--- src/rtl/cmp_stat_tracker_if.sv ---
// Sample/statistics bundle between the comparator stage and cmp_stat_tracker.
// master drives samples and clear; slave returns the registered statistics.
interface cmp_stat_tracker_if #(
    parameter int SIZE  = 5,
    parameter int CNT_W = 8
);
    logic             clear;
    logic             in_valid;
    logic [SIZE-1:0]  A;
    logic [SIZE-1:0]  B;
    logic             aequalsb;
    logic             agreaterb;
    logic             alesserb;

    logic [CNT_W-1:0] eq_cnt;
    logic [CNT_W-1:0] gt_cnt;
    logic [CNT_W-1:0] lt_cnt;
    logic [CNT_W-1:0] err_cnt;
    logic [SIZE-1:0]  max_a;
    logic [CNT_W-1:0] run_cnt;
    logic             streak;
    logic [1:0]       streak_dir;
    logic             sat;
    logic             out_valid;

    modport master (
        output clear, in_valid, A, B, aequalsb, agreaterb, alesserb,
        input  eq_cnt, gt_cnt, lt_cnt, err_cnt, max_a, run_cnt,
               streak, streak_dir, sat, out_valid
    );

    modport slave (
        input  clear, in_valid, A, B, aequalsb, agreaterb, alesserb,
        output eq_cnt, gt_cnt, lt_cnt, err_cnt, max_a, run_cnt,
               streak, streak_dir, sat, out_valid
    );
endinterface

--- src/rtl/cmp_stat_tracker.sv ---
// Saturating outcome statistics, run detection and illegal-flag counting for comparator results.
// Latency: one cycle, sample at edge N is visible on all outputs after edge N with out_valid pulsed.
// Backpressure: none, one sample accepted every cycle; clear wins over a same-cycle sample.
module cmp_stat_tracker #(
    parameter int SIZE    = 5,
    parameter int CNT_W   = 8,
    parameter int RUN_LEN = 3
) (
    input  logic               clk,
    input  logic               rst_n,
    cmp_stat_tracker_if.slave  st
);
    typedef enum logic [1:0] {S_IDLE, S_RUN, S_SAT} state_t;

    localparam logic [CNT_W-1:0] CNT_MAX = '1;
    localparam logic [CNT_W-1:0] CNT_ONE = CNT_W'(1);
    localparam logic [CNT_W-1:0] RUN_THR = CNT_W'(RUN_LEN);
    localparam logic [1:0]       DIR_EQ  = 2'b00;
    localparam logic [1:0]       DIR_GT  = 2'b01;
    localparam logic [1:0]       DIR_LT  = 2'b10;

    function automatic logic [CNT_W-1:0] sat_inc(input logic [CNT_W-1:0] v);
        return (v == CNT_MAX) ? v : v + CNT_ONE;
    endfunction

    state_t           state_q,     state_d;
    logic [CNT_W-1:0] eq_cnt_q,    eq_cnt_d;
    logic [CNT_W-1:0] gt_cnt_q,    gt_cnt_d;
    logic [CNT_W-1:0] lt_cnt_q,    lt_cnt_d;
    logic [CNT_W-1:0] err_cnt_q,   err_cnt_d;
    logic [CNT_W-1:0] run_cnt_q,   run_cnt_d;
    logic [SIZE-1:0]  max_a_q,     max_a_d;
    logic             have_max_q,  have_max_d;
    logic [1:0]       dir_q,       dir_d;
    logic             streak_q,    streak_d;
    logic             sat_q,       sat_d;
    logic             out_valid_q, out_valid_d;

    logic             legal;
    logic [1:0]       dir_new;
    logic             cnt_full;

    // B carries no information beyond the flags; kept on the bundle for the debug view.
    logic unused_b;
    assign unused_b = ^st.B;

    // One-hot of three: odd number of flags set, but not all three.
    assign legal   = (st.aequalsb ^ st.agreaterb ^ st.alesserb)
                   & ~(st.aequalsb & st.agreaterb & st.alesserb);
    assign dir_new = st.agreaterb ? DIR_GT : (st.alesserb ? DIR_LT : DIR_EQ);

    always_comb begin
        state_d     = state_q;
        eq_cnt_d    = eq_cnt_q;
        gt_cnt_d    = gt_cnt_q;
        lt_cnt_d    = lt_cnt_q;
        err_cnt_d   = err_cnt_q;
        run_cnt_d   = run_cnt_q;
        max_a_d     = max_a_q;
        have_max_d  = have_max_q;
        dir_d       = dir_q;
        out_valid_d = 1'b0;
        cnt_full    = 1'b0;

        if (st.clear) begin
            state_d    = S_IDLE;
            eq_cnt_d   = '0;
            gt_cnt_d   = '0;
            lt_cnt_d   = '0;
            err_cnt_d  = '0;
            run_cnt_d  = '0;
            max_a_d    = '0;
            have_max_d = 1'b0;
            dir_d      = DIR_EQ;
        end else if (st.in_valid) begin
            out_valid_d = 1'b1;
            if (legal) begin
                case (dir_new)
                    DIR_GT:  gt_cnt_d = sat_inc(gt_cnt_q);
                    DIR_LT:  lt_cnt_d = sat_inc(lt_cnt_q);
                    default: eq_cnt_d = sat_inc(eq_cnt_q);
                endcase
                if (!have_max_q || (st.A > max_a_q)) begin
                    max_a_d = st.A;
                end
                have_max_d = 1'b1;
                // A zero run length means the previous legal outcome is stale (reset/illegal).
                if ((run_cnt_q != '0) && (dir_new == dir_q)) begin
                    run_cnt_d = sat_inc(run_cnt_q);
                end else begin
                    run_cnt_d = CNT_ONE;
                    dir_d     = dir_new;
                end
            end else begin
                err_cnt_d = sat_inc(err_cnt_q);
                run_cnt_d = '0;
            end

            cnt_full = (eq_cnt_d == CNT_MAX) || (gt_cnt_d == CNT_MAX) ||
                       (lt_cnt_d == CNT_MAX) || (err_cnt_d == CNT_MAX);

            case (state_q)
                S_IDLE:  state_d = cnt_full ? S_SAT : S_RUN;
                S_RUN:   state_d = cnt_full ? S_SAT : S_RUN;
                default: state_d = S_SAT;
            endcase
        end

        streak_d = (run_cnt_d >= RUN_THR);
        sat_d    = (state_d == S_SAT);
    end

    always_ff @(posedge clk or negedge rst_n) begin
        if (!rst_n) begin
            state_q     <= S_IDLE;
            eq_cnt_q    <= '0;
            gt_cnt_q    <= '0;
            lt_cnt_q    <= '0;
            err_cnt_q   <= '0;
            run_cnt_q   <= '0;
            max_a_q     <= '0;
            have_max_q  <= 1'b0;
            dir_q       <= DIR_EQ;
            streak_q    <= 1'b0;
            sat_q       <= 1'b0;
            out_valid_q <= 1'b0;
        end else begin
            state_q     <= state_d;
            eq_cnt_q    <= eq_cnt_d;
            gt_cnt_q    <= gt_cnt_d;
            lt_cnt_q    <= lt_cnt_d;
            err_cnt_q   <= err_cnt_d;
            run_cnt_q   <= run_cnt_d;
            max_a_q     <= max_a_d;
            have_max_q  <= have_max_d;
            dir_q       <= dir_d;
            streak_q    <= streak_d;
            sat_q       <= sat_d;
            out_valid_q <= out_valid_d;
        end
    end

    assign st.eq_cnt     = eq_cnt_q;
    assign st.gt_cnt     = gt_cnt_q;
    assign st.lt_cnt     = lt_cnt_q;
    assign st.err_cnt    = err_cnt_q;
    assign st.max_a      = max_a_q;
    assign st.run_cnt    = run_cnt_q;
    assign st.streak     = streak_q;
    assign st.streak_dir = dir_q;
    assign st.sat        = sat_q;
    assign st.out_valid  = out_valid_q;
endmodule

--- src/flat_wrapper.sv ---
// flat-port wrapper written by rule: the top's interface ports become plain ports
module cmp_stat_tracker_flat 
#(
    parameter int SIZE    = 5,
    parameter int CNT_W   = 8,
    parameter int RUN_LEN = 3
)
  (clk, rst_n, st_clear, st_in_valid, st_A, st_B, st_aequalsb, st_agreaterb, st_alesserb, st_eq_cnt, st_gt_cnt, st_lt_cnt, st_err_cnt, st_max_a, st_run_cnt, st_streak, st_streak_dir, st_sat, st_out_valid);
  cmp_stat_tracker_if #(.SIZE(SIZE), .CNT_W(CNT_W)) st_i ();
  input  logic clk;
  input  logic rst_n;
  input wire logic [$bits(st_i.clear)-1:0] st_clear;
  input wire logic [$bits(st_i.in_valid)-1:0] st_in_valid;
  input wire logic [$bits(st_i.A)-1:0] st_A;
  input wire logic [$bits(st_i.B)-1:0] st_B;
  input wire logic [$bits(st_i.aequalsb)-1:0] st_aequalsb;
  input wire logic [$bits(st_i.agreaterb)-1:0] st_agreaterb;
  input wire logic [$bits(st_i.alesserb)-1:0] st_alesserb;
  output wire logic [$bits(st_i.eq_cnt)-1:0] st_eq_cnt;
  output wire logic [$bits(st_i.gt_cnt)-1:0] st_gt_cnt;
  output wire logic [$bits(st_i.lt_cnt)-1:0] st_lt_cnt;
  output wire logic [$bits(st_i.err_cnt)-1:0] st_err_cnt;
  output wire logic [$bits(st_i.max_a)-1:0] st_max_a;
  output wire logic [$bits(st_i.run_cnt)-1:0] st_run_cnt;
  output wire logic [$bits(st_i.streak)-1:0] st_streak;
  output wire logic [$bits(st_i.streak_dir)-1:0] st_streak_dir;
  output wire logic [$bits(st_i.sat)-1:0] st_sat;
  output wire logic [$bits(st_i.out_valid)-1:0] st_out_valid;
  assign st_i.clear = st_clear;
  assign st_i.in_valid = st_in_valid;
  assign st_i.A = st_A;
  assign st_i.B = st_B;
  assign st_i.aequalsb = st_aequalsb;
  assign st_i.agreaterb = st_agreaterb;
  assign st_i.alesserb = st_alesserb;
  assign st_eq_cnt = st_i.eq_cnt;
  assign st_gt_cnt = st_i.gt_cnt;
  assign st_lt_cnt = st_i.lt_cnt;
  assign st_err_cnt = st_i.err_cnt;
  assign st_max_a = st_i.max_a;
  assign st_run_cnt = st_i.run_cnt;
  assign st_streak = st_i.streak;
  assign st_streak_dir = st_i.streak_dir;
  assign st_sat = st_i.sat;
  assign st_out_valid = st_i.out_valid;
  cmp_stat_tracker #(.SIZE(SIZE), .CNT_W(CNT_W), .RUN_LEN(RUN_LEN)) u_core (.clk(clk), .rst_n(rst_n), .st(st_i));
endmodule
--- config.mk ---
export PLATFORM = sky130hd
export DESIGN_NAME = cmp_stat_tracker_flat
export DESIGN_NICKNAME = d
export VERILOG_FILES = /design/src/rtl/cmp_stat_tracker_if.sv /design/src/rtl/cmp_stat_tracker.sv /design/src/flat_wrapper.sv
export SDC_FILE = /design/constraint.sdc
export NUM_CORES = 1
export LEC_CHECK = 0
export ABC_AREA = 1
export BUFFER_PORTS_ARGS = -buffer_cell sky130_fd_sc_hd__clkbuf_2
export CORE_MARGIN = 3
export CORE_UTILIZATION = 50
export CTS_CLUSTER_DIAMETER = 120
export DETAILED_ROUTE_END_ITERATION = 8
export GPL_ROUTABILITY_DRIVEN = 1
export PLACE_DENSITY = 0.73
export SLEW_MARGIN = 20
export SYNTH_ARGS = -nofsm -noshare
export SYNTH_HDL_FRONTEND = slang
export SYNTH_SLANG_ARGS = --single-unit
--- constraint.sdc ---
create_clock -name clk -period 5.11 [get_ports clk]
set_input_delay 0.2555 -clock clk [delete_from_list [all_inputs] [get_ports clk]]
set_output_delay 0.2555 -clock clk [all_outputs]
set_load 0.02 [all_outputs]
==> reports/metrics.cfg <==
[run_status]
outcome = finished clean

[sta]
clock.fmax_mhz = 454
drv_slew = 0
hold_violations = 0
clock_skew_ps = 5.86
rsz0062_at_grt = no
finalCritPeriodShare = 0.431
setup_violations = 0
relSlewSlack = 0.322
period_needed_ps = 2200
setup_ws_ps = 2910
finalSetupTns_ps = 0
worst_pin_slew_ps = 1020

[power]
peakVddDrop_v = 0.000102
power_density_nw_per_um2 = 208
leakagePower_nw = 2.02

[route]
viasPerCell = 5.22
drt_wl_total_um = 8560
wl_per_cell_um = 12.9
num_vias = 3469
drtIter0Drc = 189
drcViolationCount = 0
drtPass1Iterations = 4
drt.antenna.violating_nets = 0

[worst_setup_path]
worst-setup-path-type = in -> reg
cp.arrival_ps = 2440
crit_path_start_kind = input port
endpoint_kind = flip-flop
path_max_fanout = 32
required_ps = 5350
r2r_setup_slack_ps = 2950

[logic_synthesis]
yosysWarnings = 0
synth_seq_area_share = 0.372
synth_edf_count = 0
syn_inst = 507
synth_top_flop_cell = dfrtp_1
synth_nets = 536
synth_top_area_share = 0.372
synth.top_cells.by_count = 131 x nand2_1, 68 x inv_1, 57 x nand3_1, 53 x dfrtp_1, 44 x nor2_1
syn_avg_cell_area_sq_um = 7.03
netlist_top_cells_area = dfrtp_1 37%, nand2_1 14%, nand3_1 8.0%
netlist_area_sq_um = 3570
synth_top_cell_by_area = dfrtp_1
yosysUniqueCellTypes = 37
postSynth.asyncResetShare = 1.00
synth_most_common_cell = nand2_1
ys_seq_elements = 53

[die]
core-area_sq_um = 6870
die_y_um = 90.5
rows = 30
ios = 67
die-area_sq_um = 8180
dieWidth_um = 90.5
start_util = 0.519

[global_routing]
grt_pass1_vias = 3275
grt_pass1_wl_um = 14900
grt_usage = 0.218
grt_max_degree = 54
antenna_found_initial = 0
grt.overflow.total = 0

[final_layout]
nets = 597
finalNonFillerCells = 665
drive_gt1_frac = 0.192
diodes = 0
synthToLayoutAreaGrowth_pct = 14.0

[clock_tree]
post_cts_buffers = 0
clockBufferDepth = 2
clockRootBuffer = clkbuf_8
cts_hold_buf = 0
tritoncts = built
cts_made_buffers = 5
h-tree-depth = 2
cts.sinks = 53
clk_pin_slew_ps = 100
clk_latency_ps = 310
postCtsResizedCells = 0

[place]
gp_congestion = 0.886
dp_slack_ps = 2490
dp_hpwl_um = 6230
port_buffers = 61
place_inst = 657

[hold_path]
worst_hold_path_type = in -> async

[job]
drv_cap = 0

==> worst paths after layout <==
kind | start | to | cells past startpoint
worst max register to register | u_core.st.lt_cnt[1]$_DFFE_PN0P_ | u_core.st.sat$_DFF_PN0_ | 15
worst min register to register | u_core.have_max_q$_DFFE_PN0P_ | u_core.have_max_q$_DFFE_PN0P_ | 2
worst min-delay path | rst_n | u_core.st.max_a[1]$_DFFE_PN0P_ | 2
max in group asynchronous | rst_n | u_core.st.gt_cnt[4]$_DFFE_PN0P_ | 2
worst max-delay path | st_in_valid | u_core.st.streak$_DFF_PN0_ | 6
min in group clk | st_A[1] | u_core.st.max_a[1]$_DFFE_PN0P_ | 3
==> registers in the layout, summed over array words and instances (netlist names) <==
name and cells:
u_core.st.err_cnt 8, u_core.st.max_a 5, u_core.st.streak_dir 2, u_core.st.lt_cnt 8, u_core.st.eq_cnt 8, u_core.st.out_valid 1
u_core.st.sat 1, u_core.st.run_cnt 8, u_core.st.gt_cnt 8, u_core.have_max_q 1, u_core.st.streak 1, u_core.state_q 2
==> worst max-delay path, cell delays in order <==
cell and delay [ps]:
clkbuf_2 100, nor2_1 690, inv_1 730, o22ai_1 420, nand2_1 130, nand4_1 120
==> where the power goes <==
| part | internal, mW | switching (mW) | leakage (nW) |
|---|---|---|---|
| clock network | 0.123 | 0.143 | 0.0542 |
| registers | 0.431 | 0.0111 | 0.730 |
| logic | 0.0408 | 0.0972 | 1.24 |
==> per-layer routing <==
metal  vias up  part of all wire  GRT usage
li1       1775                 -          -
met4         0            0.0086     0.0587
met1      1591              0.47      0.299
met2        96              0.46      0.355
met5         -                 0          0
met3         7             0.059     0.0425
==> layout make-up <==
| type | count | area, sq um |
|---|---|---|
| Inverter | 79 | 299 |
| Sequential cell | 53 | 1330 |
| Clock buffer | 7 | 96.3 |
| Clock inverter | 1 | 5.00 |
| Timing Repair Buffer | 63 | 320 |
| Multi-Input combinational cell | 366 | 1900 |
| Tap cell | 96 | 120 |
| Fill cell | 659 | 2800 |
==> cell usage in the layout, fill, tap and decap left out, drive strengths merged, types with 2 or more instances in the layout <==
master  netlist  final
nor3          3      3
nand3        60     60
o22ai        13     13
clkbuf        7     68
o21bai        2      2
nor2         57     57
nand2       140    140
o21ai        41     41
buf           2      2
xor2          6      6
dfrtp        53     53
a21oi         7      7
inv          79     79
nand4        13     13
ha           12     12
a22o          4      4
==> cell families (layout without fill, tap and decap cells) <==
| kind of cell | after synthesis | after routing | synth area share |
|---|---|---|---|
| flops | 53 | 53 | 0.372 |
| simple gates | 276 | 276 | 0.360 |
| buf+inv | 88 | 150 | 0.0958 |
| compound gates | 71 | 71 | 0.113 |
| fa+ha+maj | 12 | 12 | 0.0421 |
| xor+xnor | 7 | 7 | 0.0172 |
==> through the flow <==
stage	area, sq um	util	hold slack [ps]	power (mW)
after floorplan	3570	-	-40.1	0.543
after global placement	3960	0.577	435	0.586
after detailed placement	3960	0.577	437	0.589
after CTS	4070	0.592	102	0.853
after global routing	4070	0.592	126	0.891
final	4070	0.592	63.7	0.846
Note: power is estimated with default switching activity, not from simulation.
